## src/rtl/wb_csr_bridge.sv

```systemverilog
// Wishbone slave to CSR bus bridge: one 32-bit CSR word per address, fixed
// single-cycle write strobe and two-cycle registered read path.
module wb_csr_bridge (
  input  logic        sys_clk,
  input  logic        sys_rst,
  input  logic [31:0] wb_adr_i,
  input  logic [31:0] wb_dat_i,
  output logic [31:0] wb_dat_o,
  input  logic        wb_cyc_i,
  input  logic        wb_stb_i,
  input  logic        wb_we_i,
  output logic        wb_ack_o,
  output logic [13:0] csr_a,
  output logic        csr_we,
  output logic [31:0] csr_do,
  input  logic [31:0] csr_di
);

  typedef enum logic [2:0] {
    S_IDLE,
    S_WR,
    S_RD1,
    S_RD2,
    S_ACKED
  } state_t;

  state_t      r_state;
  logic [13:0] r_csrA;
  logic        r_csrWe;
  logic [31:0] r_csrDo;
  logic [31:0] r_datO;
  logic        r_ack;

  logic        w_req;
  logic        w_unusedAdr;

  assign w_req       = wb_cyc_i & wb_stb_i & ~r_ack;
  assign w_unusedAdr = ^{wb_adr_i[31:16], wb_adr_i[1:0]};

  // Responders register csr_di one cycle after seeing csr_a, so reads spend
  // RD1 holding the address and capture the returned word on leaving RD2.
  always_ff @(posedge sys_clk or posedge sys_rst) begin
    if (sys_rst) begin
      r_state <= S_IDLE;
      r_csrA  <= '0;
      r_csrWe <= 1'b0;
      r_csrDo <= '0;
      r_datO  <= '0;
      r_ack   <= 1'b0;
    end else begin
      case (r_state)
        S_IDLE: begin
          if (w_req) begin
            r_csrA  <= wb_adr_i[15:2];
            r_csrDo <= wb_dat_i;
            r_csrWe <= wb_we_i;
            r_state <= wb_we_i ? S_WR : S_RD1;
          end
        end
        S_WR: begin
          r_csrWe <= 1'b0;
          r_ack   <= wb_cyc_i;
          r_state <= wb_cyc_i ? S_ACKED : S_IDLE;
        end
        S_RD1: begin
          r_state <= S_RD2;
        end
        S_RD2: begin
          // A dropped cycle still captures the data, it just goes unacknowledged.
          r_datO  <= csr_di;
          r_ack   <= wb_cyc_i;
          r_state <= wb_cyc_i ? S_ACKED : S_IDLE;
        end
        S_ACKED: begin
          r_ack   <= 1'b0;
          r_state <= S_IDLE;
        end
        default: begin
          r_csrWe <= 1'b0;
          r_ack   <= 1'b0;
          r_state <= S_IDLE;
        end
      endcase
    end
  end

  assign csr_a    = r_csrA;
  assign csr_we   = r_csrWe;
  assign csr_do   = r_csrDo;
  assign wb_dat_o = r_datO;
  assign wb_ack_o = r_ack;

endmodule

```

## config.mk

```make
export PLATFORM = sky130hd
export DESIGN_NAME = wb_csr_bridge
export DESIGN_NICKNAME = d
export VERILOG_FILES = /design/src/rtl/wb_csr_bridge.sv
export SDC_FILE = /design/constraint.sdc
export NUM_CORES = 1
export LEC_CHECK = 0
export BUFFER_PORTS_ARGS = -buffer_cell sky130_fd_sc_hd__buf_2
export CORE_MARGIN = 1.5
export CORE_UTILIZATION = 48
export CTS_CLUSTER_DIAMETER = 40
export DETAILED_ROUTE_END_ITERATION = 8
export HOLD_SLACK_MARGIN = 0.15
export PLACE_DENSITY = 0.92
export RECOVER_POWER = 50
export SLEW_MARGIN = 25
export SYNTH_ARGS = -nofsm -noshare
export SYNTH_HDL_FRONTEND = slang
export SYNTH_SLANG_ARGS = --single-unit
export TNS_END_PERCENT = 10
```

## constraint.sdc

```tcl
create_clock -name sys_clk -period 6.1 [get_ports sys_clk]
set_clock_uncertainty 0.15 [all_clocks]
set_input_delay 0.61 -clock sys_clk [delete_from_list [all_inputs] [get_ports sys_clk]]
set_output_delay 0.61 -clock sys_clk [all_outputs]
set_load 0.02 [all_outputs]
```

==> flow_summary.ini <==
[floorplanning]
fp.dieW_um = 86.33
dieHeight_um = 86.33
die_area_mm2 = 0.007453
core_mm2 = 0.006756
io_pins = 181
rows = 30
initial_core_util_pct = 49.33

[clocking]
clk_pin_slew_ns = 0.08
cts_resized = 0
cts_root_buf = clkbuf_8
hold_buffers = 0
cts_setup_buffers = 0
cts_tree = done
cts_buffers = 9
h-tree-depth = 3
cts_sinks = 83
clockBufferDepth = 2
worstSkewPairLatency_ns = 0.32

[global_route]
antenna_found_initial = 0
grt-ovfl-total = 0
grt_pass1_wl_mm = 9.735
grt_max_degree = 84
grt_pass1_vias = 2064
grtUsageTotal_pct = 17.22

[finish]
n_fill_cell = 540
layout-drive-gt1-share_pct = 63.59
antenna_cells = 0
area_growth_syn_to_layout_pct = 29.88
fin_nets = 454
regArea_mm2 = 0.002077
final_core_util_pct = 64.07
multiInputGateArea_mm2 = 0.001142

[drt]
num_vias = 2064
drcViolationCount = 0
wl_mm = 6.435
ant_nets = 0
wl_per_cell_um = 14.73
avgViaCountPerCell = 4.723
drt_iter0_drc = 55
drtPass1Iterations = 3

[synth]
synthCells = 185
yosysWarnings = 0
syn-num-nets = 286
synth.avg_cell_area_um2 = 18.02
ys_types = 16
synth-seq-cells = 83
synth-seq-area-share_pct = 62.31
syn_area_mm2 = 0.003333

[timing]
rsz0062_at_grt = false
slew_viol_final = 0
setup_viol = 0
post-route-period-util_pct = 31.57
finalHoldViolCount = 0
slew_headroom_pct = 51.99
tns_ns = 0
worst_slew_pin_slew_ns = 0.7202
min_period_ns = 1.926
clock.fmax_ghz = 0.5193

[power]
ir_worst_vdd_uv = 279.9
total_power_w = 0.002536
cellPowerDensity_mw_per_mm2 = 585.8
leakagePower_nw = 2.235

[setup_path]
r2r-end = csr_do[12]$_DFFE_PP0P_
required_ns = 6.16
arrival_ns = 1.99
path_cells = and4bb_1 -> nand2_8 -> mux2_4
rr_worst_depth = 3
path_delay_family = simple AND/OR/NAND/NOR gates
cp-end-kind = flip-flop
crit_buf_inv = 0
regToRegStartpoint = r_state[2]$_DFFE_PP0P_
slowest_stage = and4bb_1
rrSetupSlack_ns = 4.17
path_max_fanout = 46
critPathKind = reg2reg
cpPeakStageDelay_ns = 0.46
crit_path_start_kind = flip-flop

[flow_run]
max-cap-violations = 0

[placed_design]
place_congestion = 0.6932
numPortBuffers = 162
dp_hpwl_mm = 4.653

[hold_path]
hp-class = in2async

[outcome]
outcome = complete, no violations
[cells in the mapped netlist (all sizes together)]
library cell,instances,share of area (%)
nor2,3,0.56
nand2b,1,0.19
a21oi,3,0.45
inv,2,0.23
and4bb,1,0.49
buf,7,3.1
nor3,1,0.15
dfrtp,83,62
and2b,1,0.26
nand2,3,0.83
a22o,1,0.26
mux2,79,31
[cell type report]
type / count / share of cell area [%]
sequential: 83 / 47.98
tap: 80 / 2.312
multi-input combinational: 93 / 26.39
inverter: 2 / 0.2023
clock buffer: 10 / 3.179
clock inverter: 5 / 1.792
timing repair buffer: 164 / 18.15
[report_power, final]
part	leakage [nW]	internal [W]	switching, W
Combinational	1.14	0.000518	0.000620
Sequential	0.983	0.000830	0.000151
Clock	0.108	0.000238	0.000178
[layout by cell type (no fill, tap or decap), drive strengths merged]
master,synthesis,layout
bufinv,0,2
nor3,1,1
nand2,3,3
and4bb,1,1
buf,7,129
clkinvlp,0,2
clkinv,0,2
a21oi,3,3
and2b,1,1
clkbuf,0,45
a22o,1,1
mux2,79,79
nor2,3,3
dfrtp,83,83
nand2b,1,1
inv,2,1
[how the worst max path moves through the flow]
stage,from,cells past startpoint,end,slack [ns]
2_1_floorplan,sys_rst,1,csr_a[0]$_DFFE_PP0P_,3.20
3_3_place_gp,wb_cyc_i,4,csr_do[31]$_DFFE_PP0P_,4.11
3_5_place_dp,wb_cyc_i,4,csr_a[12]$_DFFE_PP0P_,4.08
4_1_cts,wb_ack_o$_DFFE_PP0N_,3,csr_do[12]$_DFFE_PP0P_,4.30
5_1_grt,r_state[2]$_DFFE_PP0P_,3,csr_do[17]$_DFFE_PP0P_,4.09
6_report,r_state[2]$_DFFE_PP0P_,3,csr_do[12]$_DFFE_PP0P_,4.17
[worst reg2reg max path: stages (launching register included)]
cell	delay [ns]
dfrtp_1	0.41
and4bb_1	0.46
nand2_8	0.34
mux2_4	0.45
[stage by stage]
stage                     std cells  hold WS, ns  area [um2]  worst slack (ns)
after floorplan                 185       0.2990        3333             3.203
after global placement          422       0.3201        4158             4.114
final                           437       0.3338        4329             4.174
after detailed placement        422       0.3354        4158             4.083
after CTS                       437       0.3343        4373             4.304
after global routing            437       0.3268        4329             4.093
[per-layer routing]
metal / track usage [%] / up-vias / part of all wire, %
met5: 0 / - / 0
met4: 7.478 / 0 / 1.4
met3: 4.476 / 8 / 7.3
met2: 28.69 / 97 / 48
met1: 21.22 / 978 / 43
li1: - / 981 / -
[flip-flops by register name (all words and copies together) (netlist names)]
signal,flops
csr_a,14
csr_do,32
csr_we,1
r_state,3
wb_ack_o,1
wb_dat_o,32
[cells by family after synthesis]
kind of cell | count (synthesis) | share of synthesized area [%]
multiplexers | 79 | 31.19
AO/OA/AOI/OAI | 4 | 0.7131
flip-flops | 83 | 62.31
AND/OR/NAND/NOR | 10 | 2.478
buffers and inverters | 9 | 3.303
No activity file was read; power rests on OpenSTA's default activity.
